$ cat src/rtl/framebuffer_pixel_reader_pkg.sv
// Shared frame-buffer constants, FSM states and the pixel-to-word address helper.
// 8 pixels of 12 bits are packed little-endian into each group of 3 words.
package fb_pkg;

    localparam int unsigned H_RES        = 640;
    localparam int unsigned V_RES        = 480;
    localparam int unsigned IN_DEPTH     = 4;
    localparam int unsigned IN_LOG2DEPTH = 2;
    localparam logic [3:0]  RD_OP        = 4'h0;
    localparam int unsigned FB_ADDR_W    = 17;
    localparam int unsigned PX_W         = 12;

    typedef enum logic [2:0] {
        ST_IDLE,
        ST_REQ0,
        ST_WAIT0,
        ST_REQ1,
        ST_WAIT1,
        ST_OUT
    } fb_state_t;

    typedef struct packed {
        logic [FB_ADDR_W-1:0] base;
        logic [2:0]           off;
    } px_loc_t;

    // y*640 is built from two shifts so no multiplier is inferred.
    function automatic px_loc_t fb_pixel_addr(input logic [9:0] x, input logic [9:0] y);
        px_loc_t              loc;
        logic [18:0]          p;
        logic [FB_ADDR_W-1:0] grp;
        p        = (19'(y) << 9) + (19'(y) << 7) + 19'(x);
        grp      = FB_ADDR_W'(p[18:3]);
        loc.base = (grp << 1) + grp;
        loc.off  = p[2:0];
        return loc;
    endfunction

    function automatic logic [1:0] first_word_idx(input logic [2:0] off);
        case (off)
            3'd0, 3'd1, 3'd2: return 2'd0;
            3'd3, 3'd4, 3'd5: return 2'd1;
            default:          return 2'd2;
        endcase
    endfunction

    function automatic logic is_straddle(input logic [2:0] off);
        return (off == 3'd2) || (off == 3'd5);
    endfunction

endpackage

$ cat src/rtl/framebuffer_pixel_reader_fifo.sv
// Generic power-of-two request fifo with show-ahead read data.
// not_full / not_empty act as the ready / valid of each side.
module framebuffer_pixel_reader_fifo #(
    parameter int WIDTH     = 20,
    parameter int DEPTH     = 4,
    parameter int LOG2DEPTH = 2
) (
    input  logic             clk,
    input  logic             rst_,
    input  logic [WIDTH-1:0] wr_data,
    input  logic             wr_en,
    output logic             not_full,
    output logic [WIDTH-1:0] rd_data,
    output logic             not_empty,
    input  logic             rd_en
);

    logic [WIDTH-1:0]     mem [DEPTH];
    logic [LOG2DEPTH-1:0] wr_ptr;
    logic [LOG2DEPTH-1:0] rd_ptr;
    logic [LOG2DEPTH:0]   count;
    logic                 push;
    logic                 pop;

    assign not_full  = (count != (LOG2DEPTH+1)'(DEPTH));
    assign not_empty = (count != '0);
    assign push      = wr_en & not_full;
    assign pop       = rd_en & not_empty;
    assign rd_data   = mem[rd_ptr];

    always_ff @(posedge clk) begin
        if (push) begin
            mem[wr_ptr] <= wr_data;
        end
    end

    always_ff @(posedge clk or posedge rst_) begin
        if (rst_) begin
            wr_ptr <= '0;
            rd_ptr <= '0;
            count  <= '0;
        end else begin
            if (push) begin
                wr_ptr <= wr_ptr + 1'b1;
            end
            if (pop) begin
                rd_ptr <= rd_ptr + 1'b1;
            end
            case ({push, pop})
                2'b10:   count <= count + 1'b1;
                2'b01:   count <= count - 1'b1;
                default: count <= count;
            endcase
        end
    end

endmodule

$ cat src/rtl/framebuffer_pixel_reader.sv
// Pixel read engine: (x,y) request -> one or two arbiter word reads -> {x,y,color}.
// Only one arbiter read is ever outstanding; the first bcast_xfc in a WAIT state is ours.
//
//  state | meaning
//  IDLE  | waiting for a queued request; pops it and latches x, y, address
//  REQ0  | arb_rts for the first word, held until granted
//  WAIT0 | first word in flight; captured on bcast_xfc
//  REQ1  | arb_rts for the second word of a straddling pixel
//  WAIT1 | second word in flight; captured on bcast_xfc
//  OUT   | out_px presented, held until out_rtr
module framebuffer_pixel_reader
    import fb_pkg::*;
(
    input  logic        clk,
    input  logic        rst_,
    input  logic [19:0] in_req,
    input  logic        in_rts,
    output logic        in_rtr,
    output logic [31:0] out_px,
    output logic        out_rts,
    input  logic        out_rtr,
    output logic [16:0] arb_addr_out,
    output logic        arb_rts,
    input  logic        arb_rtr,
    output logic [3:0]  wr_op,
    input  logic        bcast_xfc,
    input  logic [31:0] arb_data_in
);

    logic [19:0]          fifo_data;
    logic                 fifo_valid;
    logic                 pop;
    logic [9:0]           req_x;
    logic [9:0]           req_y;
    logic                 req_oob;
    px_loc_t              req_loc;

    fb_state_t            state;
    fb_state_t            state_nxt;

    logic [9:0]           x_q;
    logic [9:0]           y_q;
    logic [2:0]           off_q;
    logic                 straddle_q;
    logic                 oob_q;
    logic [FB_ADDR_W-1:0] addr_q;
    logic [31:0]          d0_q;
    logic [7:0]           d1_q;
    logic [PX_W-1:0]      color;

    framebuffer_pixel_reader_fifo #(
        .WIDTH     (20),
        .DEPTH     (IN_DEPTH),
        .LOG2DEPTH (IN_LOG2DEPTH)
    ) u_req_fifo (
        .clk       (clk),
        .rst_      (rst_),
        .wr_data   (in_req),
        .wr_en     (in_rts),
        .not_full  (in_rtr),
        .rd_data   (fifo_data),
        .not_empty (fifo_valid),
        .rd_en     (pop)
    );

    assign req_x   = fifo_data[19:10];
    assign req_y   = fifo_data[9:0];
    assign req_oob = (req_x >= 10'(H_RES)) || (req_y >= 10'(V_RES));
    assign req_loc = fb_pixel_addr(req_x, req_y);

    always_ff @(posedge clk or posedge rst_) begin
        if (rst_) begin
            state <= ST_IDLE;
        end else begin
            state <= state_nxt;
        end
    end

    always_comb begin
        state_nxt = state;
        case (state)
            ST_IDLE:  if (fifo_valid) state_nxt = req_oob ? ST_OUT : ST_REQ0;
            ST_REQ0:  if (arb_rtr)    state_nxt = ST_WAIT0;
            ST_WAIT0: if (bcast_xfc)  state_nxt = straddle_q ? ST_REQ1 : ST_OUT;
            ST_REQ1:  if (arb_rtr)    state_nxt = ST_WAIT1;
            ST_WAIT1: if (bcast_xfc)  state_nxt = ST_OUT;
            ST_OUT:   if (out_rtr)    state_nxt = ST_IDLE;
            default:                  state_nxt = ST_IDLE;
        endcase
    end

    always_comb begin
        pop     = (state == ST_IDLE) && fifo_valid;
        arb_rts = (state == ST_REQ0) || (state == ST_REQ1);
        out_rts = (state == ST_OUT);
        wr_op   = arb_rts ? RD_OP : 4'h0;
    end

    // The address register advances to the second word once the first arrives.
    always_ff @(posedge clk or posedge rst_) begin
        if (rst_) begin
            x_q        <= '0;
            y_q        <= '0;
            off_q      <= '0;
            straddle_q <= 1'b0;
            oob_q      <= 1'b0;
            addr_q     <= '0;
            d0_q       <= '0;
            d1_q       <= '0;
        end else begin
            case (state)
                ST_IDLE: begin
                    if (fifo_valid) begin
                        x_q        <= req_x;
                        y_q        <= req_y;
                        off_q      <= req_loc.off;
                        straddle_q <= is_straddle(req_loc.off);
                        oob_q      <= req_oob;
                        if (!req_oob) begin
                            addr_q <= req_loc.base + FB_ADDR_W'(first_word_idx(req_loc.off));
                        end
                    end
                end
                ST_WAIT0: begin
                    if (bcast_xfc) begin
                        d0_q <= arb_data_in;
                        if (straddle_q) begin
                            addr_q <= addr_q + 1'b1;
                        end
                    end
                end
                ST_WAIT1: begin
                    if (bcast_xfc) begin
                        d1_q <= arb_data_in[7:0];
                    end
                end
                default: ;
            endcase
        end
    end

    // d0 is always the lower-addressed word read, d1 the straddle continuation.
    always_comb begin
        color = '0;
        if (!oob_q) begin
            case (off_q)
                3'd0: color = d0_q[11:0];
                3'd1: color = d0_q[23:12];
                3'd2: color = {d1_q[3:0], d0_q[31:24]};
                3'd3: color = d0_q[15:4];
                3'd4: color = d0_q[27:16];
                3'd5: color = {d1_q[7:0], d0_q[31:28]};
                3'd6: color = d0_q[19:8];
                3'd7: color = d0_q[31:20];
                default: color = '0;
            endcase
        end
    end

    assign out_px       = {x_q, y_q, color};
    assign arb_addr_out = addr_q;

endmodule
$ cat config.mk
export PLATFORM = sky130hd
export DESIGN_NAME = framebuffer_pixel_reader
export DESIGN_NICKNAME = d
export VERILOG_FILES = /design/src/rtl/framebuffer_pixel_reader_pkg.sv /design/src/rtl/framebuffer_pixel_reader_fifo.sv /design/src/rtl/framebuffer_pixel_reader.sv
export SDC_FILE = /design/constraint.sdc
export NUM_CORES = 1
export LEC_CHECK = 0
export BUFFER_PORTS_ARGS = -buffer_cell sky130_fd_sc_hd__buf_2
export CAP_MARGIN = 40
export CORE_MARGIN = 4
export CORE_UTILIZATION = 36
export CTS_BUF_LIST = sky130_fd_sc_hd__clkbuf_4
export DETAILED_ROUTE_END_ITERATION = 10
export REMOVE_ABC_BUFFERS = 1
export SYNTH_ARGS = -nofsm -noshare
export SYNTH_HDL_FRONTEND = slang
export SYNTH_HIERARCHICAL = 1
export SYNTH_SLANG_ARGS = --single-unit
$ cat constraint.sdc
create_clock -name clk -period 8.9 [get_ports clk]
set_input_delay 1.78 -clock clk [delete_from_list [all_inputs] [get_ports clk]]
set_output_delay 1.78 -clock clk [all_outputs]
set_load 0.005 [all_outputs]
==> results of run 1 <==
==> critical path: cells and delay by family, from the launching register on <==
kind                     cells  cell delay, ns
flip-flops                   1            0.35
AO/OA/AOI/OAI                6            1.21
AND/OR/NAND/NOR              2            0.22
XOR/XNOR                     2            0.39
multiplexers                 1            0.60
buffers and inverters        2            0.47
adder cells (fa/ha/maj)      4            1.60
==> per-stage QoR <==
step                std cells  cell area, µm²  setup slack, ns  utilization [%]
floorplan                 736            9077            3.942                -
global placement         1183           10100            3.919            40.00
detailed placement       1185           10140            3.990            40.17
CTS                      1216           10430            3.974            41.30
global route             1218           10440            3.624            41.32
finish                   1218           10440            4.010            41.32
==> state kept, by name (all words and copies together), names as in the netlist <==
name,flops
straddle_q,1
state,3
y_q,10
oob_q,1
x_q,10
u_req_fifo/wr_ptr,2
u_req_fifo/rd_ptr,2
arb_addr_out,17
u_req_fifo/count,3
d1_q,8
u_req_fifo/mem,80
d0_q,32
==> final cells by class <==
class                           count  area, µm²  area share, %
Antenna cell                        2      5.005        0.04796
Multi-Input combinational cell    528       4307          41.27
Clock inverter                     14      157.7          1.511
Sequential cell                   169       4629          44.36
Tap cell                          330      412.9          3.957
Clock buffer                       17      127.6          1.223
Timing Repair Buffer              119      648.1          6.211
Inverter                           39      147.6          1.415
==> cell usage in the layout, fill, tap and decap left out, drive strengths merged, types with 18 or more instances in the layout <==
cell type,instances
inv,44
mux2,59
xnor2,18
o21ai,48
mux4,25
buf,119
edfxtp,80
ha,52
dfrtp,89
nor3,26
nor2,49
nand2,39
mux2i,18
a21oi,50
==> kinds of logic after synthesis <==
kind of cell | count (synthesis)
DFF | 169
buffers and inverters | 77
adders and majority gates | 57
and+or+nand+nor | 171
other | 1
muxes | 102
AOI/OAI and AO/OA | 165
xor gates and xnor gates | 29
==> routing by layer <==
layer | GRT usage (%) | vias to the layer above | wire, µm
li1 | - | 3078 | -
met1 | 20.05 | 3044 | 9703
met2 | 22.54 | 117 | 9357
met3 | 3.052 | 16 | 670
met4 | 3.776 | 0 | 272
met5 | 0 | - | 0
==> worst paths after layout <==
path / depth (start not counted) / endpoint / startpoint / slack (ns)
worst min-delay path: 1 / d1_q[4] / d1_q[4] / 0.53
worst max register to register: 17 / arb_addr_out[16] / u_req_fifo/rd_ptr[0] / 4.01
worst max-delay path: 17 / arb_addr_out[16] / u_req_fifo/rd_ptr[0] / 4.01
worst min register to register: 1 / d1_q[4] / d1_q[4] / 0.53
min in group asynchronous: 2 / u_req_fifo/rd_ptr[0] / rst_ / 1.15
max in group asynchronous: 4 / state[2] / rst_ / 6.93
==> reports/results.ini, run 1 <==
[yosys]
syn_area_um2=9253
synth-edff-count=80
ys_top_cells_by_count=dfrtp_1, edfxtp_1, mux2_2
postSynth.asyncResetShare_pct=52.66
avgSynthCellArea_um2=12.00
synth.distinct_cells=67
yosysWarnings=6
yosysMostFrequentCell=dfrtp_1
ys_seq_area_share_pct=50.03
synth_xor_area_share_pct=2.745
synth_top_family_by_area=multiplexers
synth_area_leader_cell=edfxtp_1
ys.flop_type=dfrtp_1
ys_seq_elements=169
postSynthCellCount=771
synth_area_leaders=edfxtp_1, dfrtp_1, mux2_2, ha_1, mux4_2
synthSimpleGateAreaFrac_pct=9.182
synth_top_area_share_pct=25.96
synth-compound-area-share_pct=11.03
synthAdderAreaFrac_pct=8.114
synthMuxAreaShare_pct=15.25

[critical_path]
cpPeakStageDelay_ns=0.60
crit_chain=buf_4 -> mux4_2 -> inv_1 -> fa_1 -> fa_1 -> nor2b_1 -> o21a_1 -> nor2_1 -> xnor2_1 -> ha_1 -> ha_1 -> a21o_1 -> a31o_2 -> a31oi_1 -> o21ai_0 -> xnor2_1 -> o21ai_0
path_max_fanout=22
cp_slowest_cell=mux4_2
endpoint_kind=flip-flop
startpoint_type=flip-flop
crit_arrival_ns=5.40
critPathRequiredTime_ns=9.41
critPathKind=flip-flop to flip-flop

[grt]
grt_pass1_vias=6145
grt_max_degree=43
grt_pass1_wl_mm=32.69
antenna_found_initial=2
grt_usage_pct=14.26
globalRoute.totalOverflow=0

[timing]
maxSlewViolCount=0
final_hold_viol_count=0
min_period_over_period_pct=54.94
fin_crit_ns=4.890
hold_ws_ns=0.5266
fin_skew_ns=0.03180
setup_violations=0
finalSetupTns_ns=0
relSlewSlack_pct=60.70
tightest_slew_ns=0.5896
fmax_ghz=0.2045
rsz0062_at_grt=false

[routing]
drt-vias-per-instance=5.135
antenna_left=0
drt-initial-drc-count=327
drt_drc_violations_left=0
post_drt_wl_per_cell_um=16.42
vias=6255
drtPass1Iterations=5
postRouteWirelength_mm=20.00

[floorplanning]
rows=58
ios=114
start_util_pct=36.64
dieHeight_um=168.3
core_um2=25250
die_area_um2=28330
die_w_um=168.3

[clock_network]
htree_levels=4
cts_buffer_depth=2
postCtsSetupBuffers=0
clkTransAtPathRegs_ns=0.17
cts_resized=0
cts-root-buf=clkbuf_4
clock_latency_ns=0.57
cts.sinks=169
numCtsBuffers=17
cts_tree=done
cts_hold_buf=0

[status]
status=finished, final reports clean

[worst_hold_path]
hold_class=flip-flop to flip-flop

[final_layout]
nets=989
drive_gt1_share_pct=28.44
area_growth_pct=12.78
fillers=2408

[place]
place_hpwl_mm=14.47
portBuffers=109
gp_congestion=0.7688

[job]
drv_cap=0

Power of run 1 is not shown: default switching activity piles up to over one toggle a cycle in this logic, so the estimate is an artifact.
==> run 2: changes to the inputs <==
- ABC_AREA: not set -> 1
- clock period: 8.9 -> 5.13 ns (I/O delays scaled with it)
==> reports/results.ini, run 2 <==
[routing]
drt-vias-per-instance=4.839
postRouteWirelength_mm=23.82
drt-initial-drc-count=546
drt_drc_violations_left=0
post_drt_wl_per_cell_um=14.36
drtPass1Iterations=5
antenna_left=0
vias=8028

[clock_network]
cts-root-buf=clkbuf_4
cts.sinks=169
clkTransAtPathRegs_ns=0.16
cts_resized=0
htree_levels=4
cts_tree=done
numCtsBuffers=17
clock_latency_ns=0.57
cts_hold_buf=0
cts_buffer_depth=2
postCtsSetupBuffers=0

[yosys]
synth_xor_area_share_pct=1.425
synth-edff-count=80
yosysWarnings=6
synthAdderAreaFrac_pct=7.636
synth_area_leaders=edfxtp_1, dfrtp_1, nand2_1, inv_1, ha_1
ys.flop_type=dfrtp_1
ys_seq_area_share_pct=47.09
synth_top_family_by_area=simple AND/OR/NAND/NOR gates
synth-compound-area-share_pct=13.41
postSynthCellCount=1199
yosysMostFrequentCell=nand2_1
synth_area_leader_cell=edfxtp_1
synth_top_area_share_pct=24.43
synthMuxAreaShare_pct=0
syn_area_um2=9832
ys_seq_elements=169
avgSynthCellArea_um2=8.200
synth.distinct_cells=39
synthSimpleGateAreaFrac_pct=20.03
ys_top_cells_by_count=nand2_1, inv_1, nor2_1
postSynth.asyncResetShare_pct=52.66

[grt]
grt_max_degree=66
grt_pass1_wl_mm=38.46
grt_pass1_vias=7451
use_met1_pct=21.83
met3_usage_pct=2.399
antenna_found_initial=2
globalRoute.totalOverflow=0
use_met2_pct=25.23
grt_usage_pct=15.66
busiest_layer=met2

[critical_path]
cp-endpoint=arb_addr_out[16]
critPathKind=flip-flop to flip-flop
rr_worst_depth=25
r2r-start=u_req_fifo/rd_ptr[0]
r2r_end=arb_addr_out[16]
path_max_fanout=38
startpoint_type=flip-flop
critPathRequiredTime_ns=5.65
r2r_slack_ns=0.59
crit_arrival_ns=5.06
critPathLaunch=u_req_fifo/rd_ptr[0]
endpoint_kind=flip-flop

[job]
drv_cap=0

[final_layout]
area_growth_pct=11.59
drive_gt1_share_pct=12.92
final_cell_mix=nand2_1, inv_1, buf_2
multi_input_area_um2=4194
largest_register_ffs=80
nets=1418
layout_commonest_cell=nand2_1
regArea_um2=4629
top_register=u_req_fifo/mem
fillers=2761

[timing]
setup_violations=0
min_period_over_period_pct=88.51
maxSlewViolCount=0
finalSetupTns_ns=0
relSlewSlack_pct=51.06
tightest_slew_ns=0.7317
fmax_ghz=0.2202
fin_skew_ns=0.03107
rsz0062_at_grt=false
final_hold_viol_count=0
fin_crit_ns=4.541

[floorplanning]
die_w_um=173.3
start_util_pct=36.58
core_um2=26880
ios=114
die_area_um2=30020
dieHeight_um=173.3
rows=60

[status]
status=finished, final reports clean

[place]
place_hpwl_mm=17.50
gp_congestion=0.8674
portBuffers=109

[worst_hold_path]
hold_class=primary input to async pin

==> run 2: critical path, stage by stage, from the launching register on <==
cell	delay, ns
dfrtp_1	0.45
inv_4	0.29
buf_4	0.34
nand2_1	0.09
o211ai_1	0.09
nand2_1	0.16
ha_1	0.34
ha_1	0.37
inv_1	0.09
nor3_1	0.29
nand3_1	0.17
nand4_1	0.13
xor2_1	0.20
inv_1	0.06
ha_1	0.27
inv_1	0.04
ha_1	0.33
nand2_1	0.12
inv_1	0.05
nand2_1	0.05
nand2_1	0.04
a21oi_1	0.17
nand2_1	0.07
nand2_1	0.05
nand3_1	0.06
a21oi_1	0.15
==> run 2: kinds of logic after synthesis <==
kind of cell,Yosys count
other,1
AO/OA/AOI/OAI,225
XOR/XNOR,16
flip-flops,169
buffers and inverters,245
AND/OR/NAND/NOR,486
adder cells (fa/ha/maj),57
==> run 2: through the flow <==
stage	cell area, µm²	std cells	hold WS, ns	setup slack, ns	utilization, %
CTS	10960	1657	0.3324	0.4024	40.80
floorplan	9597	1163	0.4465	0.8094	-
global placement	10650	1623	0.4575	0.4444	39.61
global route	10970	1659	0.3405	0.1288	40.82
finish	10970	1659	0.3794	0.5892	40.82
detailed placement	10690	1625	0.4613	0.4338	39.77
==> run 2: routing by layer <==
metal / share of wire, % / vias up / wire [µm]
met4: 1.5 / 0 / 363
met5: 0 / - / 0
met2: 46 / 188 / 11070
met1: 48 / 3683 / 11460
met3: 3.9 / 29 / 934
li1: - / 4128 / -
==> run 2: worst min-delay path by stage <==
stage                             start                  end  slack [ns]  cells past startpoint
floorplan           u_req_fifo/count[0]  u_req_fifo/count[0]        0.45                      1
global placement                 y_q[5]               y_q[5]        0.46                      2
detailed placement               y_q[4]               y_q[4]        0.46                      2
CTS                                rst_             d0_q[14]        0.33                      2
global route                       rst_             d0_q[14]        0.34                      2
finish                             rst_             d0_q[14]        0.38                      2
==> run 2: cell type report <==
cell class	instances	share of cell area (%)
Sequential cell	169	42.19
Tap cell	341	3.889
Clock inverter	14	1.289
Inverter	206	7.082
Antenna cell	2	0.04562
Multi-Input combinational cell	788	38.23
Timing Repair Buffer	121	6.044
Clock buffer	18	1.232
Power of run 2 is left out for the same reason.
==> run 3: changes to the inputs <==
- SYNTH_HIERARCHICAL: 1 -> not set
==> reports/results.ini, run 3 <==
[timing]
final_hold_viol_count=0
rsz0062_at_grt=false
relSlewSlack_pct=45.26
fin_crit_ns=4.506
finalSetupTns_ns=0
fmax_ghz=0.2219
setup_violations=0
fin_skew_ns=0.03756
tightest_slew_ns=0.8192
maxSlewViolCount=0
min_period_over_period_pct=87.85

[critical_path]
endpoint_kind=flip-flop
r2r_slack_ns=0.62
critPathRequiredTime_ns=5.59
crit_arrival_ns=4.96
r2r_end=arb_addr_out[16]
startpoint_type=flip-flop
path_max_fanout=41
r2r-start=u_req_fifo.rd_ptr[0]
critPathKind=flip-flop to flip-flop
rr_worst_depth=26

[final_layout]
fillers=2702
top_register=u_req_fifo.mem
drive_gt1_share_pct=13.48
final_cell_mix=nand2_1, inv_1, buf_2
largest_register_ffs=80
nets=1371
area_growth_pct=13.76
layout_commonest_cell=nand2_1

[clock_network]
cts_tree=done
clock_latency_ns=0.58
numCtsBuffers=17
cts-root-buf=clkbuf_4
clkTransAtPathRegs_ns=0.17
cts_buffer_depth=2
htree_levels=4
cts.sinks=169

[yosys]
ys_seq_elements=169
avgSynthCellArea_um2=8.385
synth-edff-count=80
ys.flop_type=dfrtp_1
synth_top_area_share_pct=25.02
syn_area_um2=9600
postSynth.asyncResetShare_pct=52.66
yosysMostFrequentCell=nand2_1
synth_area_leaders=edfxtp_1, dfrtp_1, nand2_1, ha_1, inv_1
synth_area_leader_cell=edfxtp_1
yosysWarnings=0
ys_top_cells_by_count=nand2_1, inv_1, dfrtp_1
postSynthCellCount=1145
synth.distinct_cells=42
ys_seq_area_share_pct=48.22

[grt]
grt_pass1_wl_mm=38.00
globalRoute.totalOverflow=0
grt_usage_pct=16.28
grt_max_degree=51
grt_pass1_vias=7455
antenna_found_initial=1

[routing]
drt-vias-per-instance=4.937
drtPass1Iterations=7
post_drt_wl_per_cell_um=14.81
postRouteWirelength_mm=23.77
drt_drc_violations_left=0
vias=7924
drt-initial-drc-count=706
antenna_left=0

[place]
place_hpwl_mm=17.34
portBuffers=109
gp_congestion=0.9478

[worst_hold_path]
hold_class=primary input to async pin

[status]
status=finished, final reports clean

[floorplanning]
die_w_um=171.3
core_um2=26130
rows=59
start_util_pct=36.74
die_area_um2=29350
ios=114
dieHeight_um=171.3

[job]
drv_cap=0

## run 3: cell count changes in the layout (fill, tap and decap cells not counted), moves of 9 or more
cell,change
o22ai_1,-9
xor2_1,+10
o211ai_1,-39
o21ai_0,+11
nand2_1,+29
nor2_1,-20
inv_1,-48
nand3_1,+10
## run 3: what timing repair did
action                     CTS  global route
gates resized for setup      0             2
hold buffers                 0             0
setup endpoints to repair    0             2
buffers inserted             0             0
## run 3: worst max-delay path: stages, from the launching register on
cell,delay (ns)
dfrtp_1,0.40
buf_6,0.30
nand2_1,0.09
a32oi_1,0.28
inv_1,0.11
fa_1,0.57
inv_1,0.05
ha_1,0.27
nand2_1,0.06
o21ai_0,0.32
nand3_1,0.12
nand2_1,0.09
xor2_1,0.23
inv_1,0.10
nor2_1,0.14
nor2_1,0.06
ha_1,0.36
nand2_1,0.12
nor2_1,0.15
and2_1,0.13
nand2_1,0.06
nand2_1,0.06
nand2_1,0.05
nand3_1,0.06
nand2_1,0.07
nand2_1,0.06
nand2_1,0.05
## run 3: stage by stage
step	cells	hold WS (ns)	setup WS (ns)	utilization (%)	cell area (µm²)
after floorplan	1115	0.4479	0.4669	-	9433
after global placement	1569	0.4605	0.6683	40.10	10480
after detailed placement	1572	0.4617	0.5707	40.39	10560
after CTS	1604	0.3306	0.5478	41.76	10910
after global routing	1605	0.3404	0.06207	41.79	10920
final	1605	0.3816	0.6235	41.79	10920
## run 3: logic make-up (layout without fill, tap and decap cells)
kind of cell	after synthesis	after routing	synth area share [%]
buf+inv	187	308	7.885
fa+ha+maj	57	57	7.820
xor+xnor	28	28	2.554
flops	169	169	48.22
other cells	1	5	0.03906
simple gates	501	501	20.97
compound gates	196	196	11.81
mux	6	6	0.7037
## run 3: routing by layer
layer / track usage [%] / vias up / share of wire, %
met5: 0 / - / 0
li1: - / 3987 / -
met1: 23.26 / 3675 / 47
met2: 25.11 / 228 / 45
met4: 4.926 / 0 / 2.0
met3: 3.287 / 34 / 5.7
## run 3: area by class of cell
class / count / area, µm² / share of cell area (%)
multi-input cells: 792 / 4230 / 38.73
diodes: 1 / 2.502 / 0.02291
flip-flops and latches: 169 / 4629 / 42.39
clock buffers: 19 / 142.6 / 1.306
clock inverters: 13 / 216.5 / 1.982
repair buffers: 122 / 699.4 / 6.404
inverters: 154 / 581.8 / 5.327
well taps: 335 / 419.2 / 3.838
## run 3: worst max-delay path by stage
stage,slack [ns],cells past startpoint,end,start
after floorplan,0.47,25,arb_addr_out[16],u_req_fifo.rd_ptr[0]
after global placement,0.67,28,arb_addr_out[16],u_req_fifo.rd_ptr[1]
after detailed placement,0.57,26,arb_addr_out[16],u_req_fifo.rd_ptr[0]
after CTS,0.55,27,arb_addr_out[14],u_req_fifo.rd_ptr[0]
after global routing,0.06,26,arb_addr_out[16],u_req_fifo.rd_ptr[0]
final,0.62,26,arb_addr_out[16],u_req_fifo.rd_ptr[0]
Power of run 3 is left out for the same reason.
